--- src/rtl/ps2_frame_rx.sv ---
// PS/2 device-to-host frame receiver: pin sync, clock glitch filter, 11-bit deserializer, E0/F0 folding.
// Optional watchdog compiled in when PS2_RX_TIMEOUT_EN is defined.
module ps2_frame_rx #(
    parameter int unsigned SYNC_STAGES    = 2,
    parameter int unsigned FILTER_LEN     = 4,
    parameter int unsigned TIMEOUT_CYCLES = 100000
) (
    input  logic       clk,
    input  logic       rst_n,
    input  logic       clk_pc2,
    input  logic       data_pc2,
    output logic [7:0] code,
    output logic       code_valid,
    output logic       is_break,
    output logic       is_extended,
    output logic       frame_err,
    output logic       busy
);
    localparam int unsigned FltW = $clog2(FILTER_LEN + 1);
    localparam logic [FltW-1:0] FltLast = FltW'(FILTER_LEN - 1);

    typedef enum logic [1:0] {StIdle, StShift, StParity, StStop} state_e;

    state_e                 state_q, state_d;
    logic [SYNC_STAGES-1:0] clk_sync_q, data_sync_q;
    logic [FltW-1:0]        flt_cnt_q;
    logic                   filt_q, filt_prev_q;
    logic [7:0]             sh_q, sh_d, code_d;
    logic [2:0]             bitcnt_q, bitcnt_d;
    logic                   par_q, par_d, ext_q, ext_d, brk_q, brk_d;
    logic                   valid_d, err_d, is_break_d, is_ext_d, busy_d;
    logic                   clk_s, data_s, bit_edge, timeout;

    assign clk_s    = clk_sync_q[SYNC_STAGES-1];
    assign data_s   = data_sync_q[SYNC_STAGES-1];
    assign bit_edge = filt_prev_q & ~filt_q;

    always_ff @(posedge clk) begin
        if (!rst_n) begin
            clk_sync_q  <= '1;
            data_sync_q <= '1;
            flt_cnt_q   <= '0;
            filt_q      <= 1'b1;
            filt_prev_q <= 1'b1;
        end else begin
            clk_sync_q  <= {clk_sync_q[SYNC_STAGES-2:0], clk_pc2};
            data_sync_q <= {data_sync_q[SYNC_STAGES-2:0], data_pc2};
            filt_prev_q <= filt_q;
            // Level flips only after FILTER_LEN consecutive differing samples
            if (clk_s != filt_q) begin
                if (flt_cnt_q == FltLast) begin
                    filt_q    <= clk_s;
                    flt_cnt_q <= '0;
                end else begin
                    flt_cnt_q <= flt_cnt_q + 1'b1;
                end
            end else begin
                flt_cnt_q <= '0;
            end
        end
    end

`ifdef PS2_RX_TIMEOUT_EN
    localparam int unsigned WdW = $clog2(TIMEOUT_CYCLES + 1);
    localparam logic [WdW-1:0] WdLast = WdW'(TIMEOUT_CYCLES - 1);
    logic [WdW-1:0] wd_q;

    always_ff @(posedge clk) begin
        if (!rst_n || bit_edge || state_q == StIdle) wd_q <= '0;
        else                                          wd_q <= wd_q + 1'b1;
    end

    // A bit edge in the expiry cycle takes priority and restarts the count
    assign timeout = (state_q != StIdle) && !bit_edge && (wd_q == WdLast);
`else
    logic unused_timeout_cfg;
    assign unused_timeout_cfg = (TIMEOUT_CYCLES == 0);
    assign timeout = 1'b0;
`endif

    always_ff @(posedge clk) begin
        if (!rst_n) state_q <= StIdle;
        else        state_q <= state_d;
    end

    always_comb begin
        state_d = state_q;
        unique case (state_q)
            StIdle:   if (bit_edge && !data_s) state_d = StShift;
            StShift:  if (bit_edge && bitcnt_q == 3'd7) state_d = StParity;
            StParity: if (bit_edge) state_d = StStop;
            StStop:   if (bit_edge) state_d = StIdle;
            default:  state_d = StIdle;
        endcase
        if (timeout) state_d = StIdle;
    end

    always_comb begin
        sh_d       = sh_q;
        bitcnt_d   = bitcnt_q;
        par_d      = par_q;
        ext_d      = ext_q;
        brk_d      = brk_q;
        code_d     = code;
        is_break_d = is_break;
        is_ext_d   = is_extended;
        valid_d    = 1'b0;
        err_d      = 1'b0;
        busy_d     = (state_d != StIdle);
        unique case (state_q)
            StIdle: if (bit_edge && !data_s) bitcnt_d = '0;
            StShift: if (bit_edge) begin
                sh_d     = {data_s, sh_q[7:1]};
                bitcnt_d = bitcnt_q + 1'b1;
            end
            StParity: if (bit_edge) par_d = data_s;
            StStop: if (bit_edge) begin
                if (data_s && (^sh_q ^ par_q)) begin
                    if (sh_q == 8'hE0) begin
                        ext_d = 1'b1;
                    end else if (sh_q == 8'hF0) begin
                        brk_d = 1'b1;
                    end else begin
                        code_d     = sh_q;
                        is_break_d = brk_q;
                        is_ext_d   = ext_q;
                        valid_d    = 1'b1;
                        ext_d      = 1'b0;
                        brk_d      = 1'b0;
                    end
                end else begin
                    err_d = 1'b1;
                    ext_d = 1'b0;
                    brk_d = 1'b0;
                end
            end
            default: ;
        endcase
        if (timeout) begin
            err_d = 1'b1;
            ext_d = 1'b0;
            brk_d = 1'b0;
        end
    end

    always_ff @(posedge clk) begin
        if (!rst_n) begin
            sh_q        <= '0;
            bitcnt_q    <= '0;
            par_q       <= 1'b0;
            ext_q       <= 1'b0;
            brk_q       <= 1'b0;
            code        <= '0;
            code_valid  <= 1'b0;
            is_break    <= 1'b0;
            is_extended <= 1'b0;
            frame_err   <= 1'b0;
            busy        <= 1'b0;
        end else begin
            sh_q        <= sh_d;
            bitcnt_q    <= bitcnt_d;
            par_q       <= par_d;
            ext_q       <= ext_d;
            brk_q       <= brk_d;
            code        <= code_d;
            code_valid  <= valid_d;
            is_break    <= is_break_d;
            is_extended <= is_ext_d;
            frame_err   <= err_d;
            busy        <= busy_d;
        end
    end
endmodule

--- config.mk ---
export PLATFORM = sky130hd
export DESIGN_NAME = ps2_frame_rx
export DESIGN_NICKNAME = d
export VERILOG_FILES = /design/src/rtl/ps2_frame_rx.sv
export SDC_FILE = /design/constraint.sdc
export NUM_CORES = 1
export LEC_CHECK = 0
export ABC_AREA = 1
export BUFFER_PORTS_ARGS = -buffer_cell sky130_fd_sc_hd__buf_2
export CAP_MARGIN = 10
export CORE_MARGIN = 4
export CORE_UTILIZATION = 55
export DETAILED_ROUTE_END_ITERATION = 10
export PLACE_DENSITY_LB_ADDON = 0.2
export SYNTH_ARGS = -nofsm -noshare
export SYNTH_HDL_FRONTEND = slang
export SYNTH_SLANG_ARGS = --single-unit
--- constraint.sdc ---
create_clock -name clk -period 3.9 [get_ports clk]
set_clock_uncertainty 0.2 [all_clocks]
set_input_delay 1.17 -clock clk [delete_from_list [all_inputs] [get_ports clk]]
set_output_delay 1.17 -clock clk [all_outputs]
set_load 0.02 [all_outputs]
# Word level (Yosys, flattened, before mapping)
# Cells that the tools add are included.
dict set report word_totals {
  wordCells 75
  reg_bits 38
  mem_bits_ro 0
  output_inout_bits 13
  mem_count 0
  ramBits 0
  latchBits 0
  in_bits 4
}
dict set report op_classes {
  eq_ne 12
  magnitude_cmp 0
  mul 0
  mux 16
  shifts 0
  n_div 0
  n_reduce_logical 18
  n_bitwise 10
  n_addsub 2
}
# operator n
set op_table {}
lappend op_table {{$eq 8x8->1 const B} 2}
lappend op_table {{$reduce_and 3->1} 4}
lappend op_table {{$mux 1} 8}
lappend op_table {{$mux 2} 4}
lappend op_table {{$not 1->1} 8}
lappend op_table {{$pmux 2 s4} 1}
lappend op_table {{$reduce_xor 8->1} 1}
lappend op_table {{$add 3x1->3 const B} 2}
lappend op_table {{$mux 3} 2}
lappend op_table {{$ne 2x2->1 const B} 3}
lappend op_table {{$pmux 3 s2} 1}
lappend op_table {{$reduce_and 2->1} 3}
lappend op_table {{$reduce_and 5->1} 1}
lappend op_table {{$reduce_or 5->1} 1}
lappend op_table {{$eq 2x2->1 const B} 2}
lappend op_table {{$reduce_bool 2->1} 2}
lappend op_table {{$eq 3x2->1 const B} 1}
lappend op_table {{$eq 3x3->1 const B} 1}
lappend op_table {{$logic_and 1x1->1} 3}
lappend op_table {{$ne 3x3->1 const B} 1}
lappend op_table {{$reduce_or 3->1} 1}
lappend op_table {{$eq 2x1->1 const B} 1}
lappend op_table {{$logic_not 2->1} 1}
lappend op_table {{$and 1x1->1} 1}
lappend op_table {{3 further kinds} 3}

# Logic depth before layout (Yosys ltp)
# Gate-level depths: netlist of the first run.
dict set report depth {
  word_depth 6
  ltp_mapped 13
  mapped_depth_nobuf 13
}

# Worst setup path after synthesis of the first run
# Ideal clock, no wire load.
dict set report synth_timing {
  kind {input-to-reg}
  start {input port rst_n}
  end {register clk_sync_q[0]}
  arrival_ps 1649
  path_stages 3
  required_ps 3577
  path_buffers 1
  setup_ps 123
  setup_slack_ps 1928
  path_cell_list {inv_1 > clkbuf_1 > or2_2}
}
# element line_no
set synth_rtl {}
lappend synth_rtl {{start: declaration} 9} ;# input logic rst_n,
lappend synth_rtl {{end signal: assignment} 46} ;# clk_sync_q <= {clk_sync_q[SYNC_STAGES-2:0], clk_pc2};
lappend synth_rtl {{end: declaration} 25} ;# logic [SYNC_STAGES-1:0] clk_sync_q, data_sync_q;
# No word-level cell between the ends.

# Final worst setup path of the first run
dict set report layout_timing {
  start {register sh_q[4]}
  end {register code[6]}
}
dict set report layout_between {
  elab_chain_cells 4
  elab_cells_between_ends 8
  classes_between {eq/ne: 2; bitwise: 3; reduce/logical: 3}
}
# element line_no
set layout_lines {}
lappend layout_lines {{start: declaration} 28} ;# logic [7:0] sh_q, sh_d, code_d;
lappend layout_lines {{start signal: assignment} 148} ;# sh_q <= '0;
lappend layout_lines {{start signal: assignment} 160} ;# sh_q <= sh_d;
lappend layout_lines {{$reduce_xor 8->1} 118} ;# if (data_s && (^sh_q ^ par_q)) begin
lappend layout_lines {{$xor 1x1->1} 118}
lappend layout_lines {{$logic_and 1x1->1} 118}
lappend layout_lines {{$reduce_and 5->1 (no source line) (*)} --}
lappend layout_lines {{end signal: assignment} 165} ;# code <= code_d;
lappend layout_lines {{end: declaration} 12} ;# output logic [7:0] code,
# Every way passes the cells marked *; elsewhere a longest branch is shown, timed or not.
# A chain may end at the register's enable or synchronous reset.

==> results of run 1 <==
## synth_stat cells (4+ instances only)
| library cell | count | area (µm²) |
|---|---|---|
| o21ai_1 | 6 | 30.0 |
| nand3b_1 | 5 | 37.5 |
| dfxtp_1 | 38 | 761 |
| inv_1 | 17 | 63.8 |
| a21oi_1 | 13 | 65.1 |
| ha_1 | 9 | 113 |
| nor2_1 | 41 | 154 |
| o21ai_0 | 9 | 45.0 |
| nand2_1 | 35 | 131 |
| nand3_1 | 12 | 60.1 |
| or2_2 | 4 | 25.0 |
| inv_2 | 9 | 33.8 |
## metal layers
metal,vias to the layer above,GRT usage
li1,723,-
met1,566,0.188
met2,25,0.238
met3,6,0.0551
met4,0,0.0744
met5,-,0
## stage by stage
step | hold WS, ps | setup slack (ps) | util
6_report | 224 | 1530 | 0.645
5_1_grt | 245 | 1240 | 0.645
4_1_cts | 225 | 1510 | 0.645
3_5_place_dp | 199 | 1380 | 0.624
3_3_place_gp | 194 | 1400 | 0.624
2_1_floorplan | 193 | 1930 | -
## layout make-up
class / instances / area, µm² / area share
multi-input combinational: 146 / 771 / 0.422
sequential: 38 / 761 / 0.417
inverter: 27 / 115 / 0.0631
timing repair buffer: 16 / 80.1 / 0.0439
clock buffer: 7 / 55.1 / 0.0302
tap: 31 / 38.8 / 0.0212
clock inverter: 1 / 5.00 / 0.00274
## worst max-delay path by stage
stage	start	endpoint	slack [ps]	cells after the start
5_1_grt	sh_q[4]	code[1]	1240	12
6_report	sh_q[4]	code[6]	1530	12
3_5_place_dp	rst_n	flt_cnt_q[0]	1380	5
3_3_place_gp	rst_n	flt_cnt_q[2]	1400	5
2_1_floorplan	rst_n	clk_sync_q[0]	1930	3
4_1_cts	sh_q[4]	code[6]	1510	12
## power breakdown
group          internal, W  leakage [nW]  switching [W]
Sequential        0.000390         0.307     0.00000141
Combinational   0.00000529         0.534     0.00000868
Clock            0.0000874        0.0353       0.000118
Total             0.000483         0.877       0.000128
## critical path, cell delays in order (launching register included)
cell      delay, ps
dfxtp_1         360
inv_1            80
ha_1            320
inv_1            80
nand2_1          60
nand2_1          70
nand2_1          40
nand3_1         120
nand3_2         140
nor2_1          510
nand3b_1        150
nand2_1          90
nor2_1           40
## flip-flops by register name (all words and copies together), names as in the netlist, 2 cells and up
signal and cells:
sh_q 8, clk_sync_q 2, code 8, bitcnt_q 3
state_q 2, data_sync_q 2, flt_cnt_q 3
## cells by family after synthesis
kind of cell             Yosys count  synth area share
buffers and inverters             33            0.0838
AO/OA/AOI/OAI                     29            0.0883
XOR/XNOR                           2            0.0105
AND/OR/NAND/NOR                  106             0.295
flip-flops                        38             0.455
adder cells (fa/ha/maj)            9            0.0674
==> flow_metrics.py, run 1 <==
metrics = {
    "clock_tree": {
        "cts_num_sinks": 38,
        "tritoncts": "built",
        "post_cts_resize_count": 0,
        "post-cts-setup-buffer-count": 0,
        "worstSkewPairLatency_ps": 330,
        "cts_max_path_buffers": 2,
        "htree_num_levels": 2,
        "cts_buffers": 5,
        "path_clk_slew_ps": 100,
        "cts_hold_buf": 0,
        "cts_root_buf": "clkbuf_4",
    },
    "routing": {
        "vias_per_cell": 4.96,
        "m1WireLength_mm": 1.39,
        "route.met3.wl_um": 131,
        "wl_met2_mm": 1.15,
        "drt-initial-drc-count": 59,
        "drc_errors": 0,
        "routed_wirelength_mm": 2.73,
        "post_drt_wl_per_cell_um": 10.3,
        "final_antenna_net_count": 0,
        "routed.top_layer": "met4",
        "first_pass_iters": 4,
        "vias": 1320,
    },
    "critical_path": {
        "cp-start-kind": "flop",
        "cp.arrival_ps": 2410,
        "crit_fanout": 11,
        "r2r_slack_ps": 1530,
        "required_ps": 3940,
        "r2r-end": "code[6]",
        "reg2reg_from": "sh_q[4]",
        "path_class": "reg2reg",
        "reg2regPathDepth": 12,
        "critPathCaptureType": "flop",
    },
    "placement": {
        "numPortBuffers": 16,
        "placed_area_um2": 1770,
        "post-place-cells": 258,
        "dpl.hpwl_mm": 1.98,
        "place.gp.congestion": 0.759,
    },
    "timing": {
        "hold_violations": 0,
        "setup_viol": 0,
        "finalCritPeriodShare": 0.609,
        "final.setup.tns_ps": 0,
        "maxSlewHeadroom": 0.585,
        "fin_crit_ps": 2370,
        "fmax_mhz": 421,
        "worstMarginPinSlew_ps": 620,
        "drv_slew": 0,
        "rsz0062_at_grt": "no",
    },
    "cells_and_area": {
        "nNetsFinal": 247,
        "area_growth_syn_to_layout_pct": 9.21,
        "nFillCells": 258,
        "drive_above_1_share": 0.179,
        "layout_common_cells": "nor2_1 (41), dfxtp_1 (38), nand2_1 (35)",
        "design_area_um2": 1830,
        "final_cell_count_no_fill": 266,
        "antenna_cells": 0,
        "layout_commonest_cell": "nor2_1",
    },
    "yosys": {
        "synthArstFlopShare": 0,
        "syn_area_um2": 1670,
        "synth_cell_types": 25,
        "syn_nets": 230,
        "ys_warn_count": 0,
        "syn_avg_cell_area_um2": 7.70,
        "synth-edff-count": 0,
        "synth_flop_cell": "dfxtp_1",
        "synth.ff_latch_count": 38,
        "syn_inst": 217,
        "yosysSeqAreaShare": 0.455,
    },
    "floorplanning": {
        "design.portCount": 17,
        "rows": 19,
        "core_um2": 2830,
        "die_w_um": 63.1,
        "die_area_um2": 3990,
        "die_h_um": 63.1,
        "initial_core_util": 0.591,
    },
    "pwr": {
        "powerDensity_nw_per_um2": 334,
        "p_total_w": 0.000610,
        "ir_drop_v": 0.000176,
        "leakagePower_nw": 0.877,
    },
    "global_routing": {
        "grt_usage": 0.154,
        "grt.overflow.total": 0,
        "grt_pass1_wl_mm": 4.86,
        "antenna_found_initial": 0,
        "grt_pass1_vias": 1189,
        "grt_max_degree": 25,
    },
    "min_path": {
        "min_from": "clk_sync_q[0]",
        "hp-class": "reg2reg",
        "whs_endpoint": "clk_sync_q[1]",
        "worstHoldPathCells": 1,
    },
    "run": {
        "maxCapViolCount": 0,
    },
    "run_status": {
        "run_status": "completed",
    },
}
Power figures use the tool's default switching activity.
==> inputs of run 2 (changes only) <==
--- a/config.mk
+++ b/config.mk
@@ -9,7 +9,7 @@
 export BUFFER_PORTS_ARGS = -buffer_cell sky130_fd_sc_hd__buf_2
 export CAP_MARGIN = 10
 export CORE_MARGIN = 4
-export CORE_UTILIZATION = 55
+export CORE_UTILIZATION = 51
 export DETAILED_ROUTE_END_ITERATION = 10
 export PLACE_DENSITY_LB_ADDON = 0.2
 export SYNTH_ARGS = -nofsm -noshare
==> constraint.sdc (replaced) <==
create_clock -name clk -period 1.9 [get_ports clk]
set_clock_uncertainty 0.2 [all_clocks]
set_input_delay 0.57 -clock clk [delete_from_list [all_inputs] [get_ports clk]]
set_output_delay 0.57 -clock clk [all_outputs]
set_load 0.02 [all_outputs]
==> run 2 against run 1 <==
Effect of this change:
- the flow now finishes with violations (negative setup slack)
- total power is 130% higher
- critical path depth down 2
- sequential cell count did not move
- combinational power grew 140%
- routed wire length grew 40%
- die area up 6.8%
- global-route usage rose by 2.5 points
- worst hold slack lost 32 ps
- maximum frequency increased by 24%
- clock power increased to 2.6 times the previous value
- critical endpoint is now code[2]
==> flow_metrics.py, run 2 (synthesis results as in run 1) <==
metrics = {
    "timing": {
        "whs_ps": 192,
        "rsz0062_at_grt": "yes",
        "drv_slew": 0,
        "hold_violations": 0,
        "fmax_mhz": 523,
        "fin_crit_ps": 1910,
        "finalCritPeriodShare": 1.01,
        "maxSlewHeadroom": 0.717,
        "final.setup.tns_ps": -10.7,
        "setup_ws_ps": -10.7,
        "setup_viol": 1,
        "worstMarginPinSlew_ps": 423,
    },
    "floorplanning": {
        "die_w_um": 65.3,
        "die_h_um": 65.3,
        "core_um2": 3100,
        "design.portCount": 17,
        "die_area_um2": 4260,
        "rows": 20,
        "initial_core_util": 0.539,
    },
    "critical_path": {
        "critPathCaptureType": "flop",
        "reg2regPathDepth": 10,
        "r2r_slack_ps": -10,
        "cp-start-kind": "flop",
        "crit_fanout": 10,
        "cp.arrival_ps": 1990,
        "path_class": "reg2reg",
        "required_ps": 1980,
        "r2r-end": "code[2]",
        "reg2reg_from": "sh_q[4]",
    },
    "clock_tree": {
        "cts_buffers": 5,
        "worstSkewPairLatency_ps": 350,
        "cts_hold_buf": 0,
        "cts_num_sinks": 38,
        "tritoncts": "built",
        "path_clk_slew_ps": 110,
        "cts_root_buf": "clkbuf_4",
        "htree_num_levels": 2,
        "cts_max_path_buffers": 2,
    },
    "min_path": {
        "whs_endpoint": "clk_sync_q[0]",
        "min_from": "clk_pc2",
        "worstHoldPathCells": 2,
        "hp-class": "in2reg",
    },
    "cells_and_area": {
        "layout_commonest_cell": "nor2_1",
        "layout_common_cells": "nor2_1 (39), dfxtp_1 (31), nand2_1 (27)",
        "area_growth_syn_to_layout_pct": 34.5,
        "nNetsFinal": 269,
        "largestRegisters": "code: 8 flops, sh_q: 8 flops",
        "antenna_cells": 0,
        "drive_above_1_share": 0.385,
    },
    "placement": {
        "place.gp.congestion": 0.830,
        "dp_slack_ps": -40.0,
        "numPortBuffers": 16,
        "dpl.hpwl_mm": 2.27,
    },
    "run_status": {
        "violations": "negative setup slack",
        "run_status": "finished with violations",
    },
    "routing": {
        "drt-initial-drc-count": 79,
        "first_pass_iters": 4,
        "vias_per_cell": 5.03,
        "final_antenna_net_count": 0,
        "routed_wirelength_mm": 3.82,
        "post_drt_wl_per_cell_um": 12.7,
        "drc_errors": 0,
        "vias": 1514,
    },
    "run": {
        "maxCapViolCount": 0,
    },
    "pwr": {
        "leakagePower_nw": 1.05,
        "ir_drop_v": 0.000606,
        "powerDensity_nw_per_um2": 612,
    },
    "global_routing": {
        "grt_pass1_vias": 1410,
        "antenna_found_initial": 0,
        "grt_max_degree": 15,
        "grt.overflow.total": 0,
        "grt_pass1_wl_mm": 5.89,
        "grt_usage": 0.178,
    },
}
## run 2: changes by cell type in the layout (fill, tap and decap cells not counted), moves of 6 or more
cell     previous run  this run
dfxtp_2             0         6
inv_1              17        11
buf_4               0        18
nand2_1            35        27
dfxtp_1            38        31
## run 2: metrics by stage
stage,cell area [µm²],power (W),instances,utilization
after floorplan,1670,0.000843,217,-
after global placement,1930,0.000854,289,0.622
after global routing,2250,0.00143,301,0.725
final,2250,0.00138,301,0.725
after CTS,2080,0.00139,300,0.671
after detailed placement,1930,0.000854,289,0.622
## run 2: what timing repair did
action,4_1_cts,5_1_grt
gates cloned,1,0
gates resized for setup,9,43
pin swaps,4,15
endpoints found under the setup margin,11,14
setup buffers,2,1
## run 2: worst max path at each step
stage,to,slack (ps),start,depth (start not counted)
6_report,code[2],-10,sh_q[4],10
3_3_place_gp,code[1],30,sh_q[2],10
2_1_floorplan,code[5],0.3,sh_q[4],13
4_1_cts,code[7],4,sh_q[4],13
5_1_grt,code[2],-110,sh_q[5],10
3_5_place_dp,code[7],-40,sh_q[4],13
## run 2: area by class of cell
type,instances,area [µm²]
Clock buffer,5,37.5
Clock inverter,3,40.0
Fill cell,242,855
Inverter,27,120
Multi-Input combinational cell,146,955
Sequential cell,38,772
Tap cell,44,55.1
Timing Repair Buffer,38,269
## run 2: metal layers
metal / vias to the layer above / GRT usage / part of all wire
li1: 774 / - / -
met1: 686 / 0.204 / 0.42
met2: 43 / 0.307 / 0.50
met3: 11 / 0.0530 / 0.057
met4: 0 / 0.0751 / 0.023
met5: - / 0 / 0
## run 2: worst max-delay path, cell delays in order (launching register included)
cell and delay, ps:
dfxtp_2 340, buf_4 130, ha_1 180, nand4_1 100
bufinv_8 190, nor2_4 120, inv_2 60, nor3_4 200
buf_12 150, nor2_1 40, nor2_1 130
## run 2: where the power goes
group / switching, W / leakage [nW] / total [W] / internal [W]
Sequential: 0.00000352 / 0.311 / 0.000803 / 0.000799
Combinational: 0.0000202 / 0.696 / 0.0000339 / 0.0000137
Clock: 0.000267 / 0.0450 / 0.000539 / 0.000272
Total: 0.000291 / 1.05 / 0.00138 / 0.00109
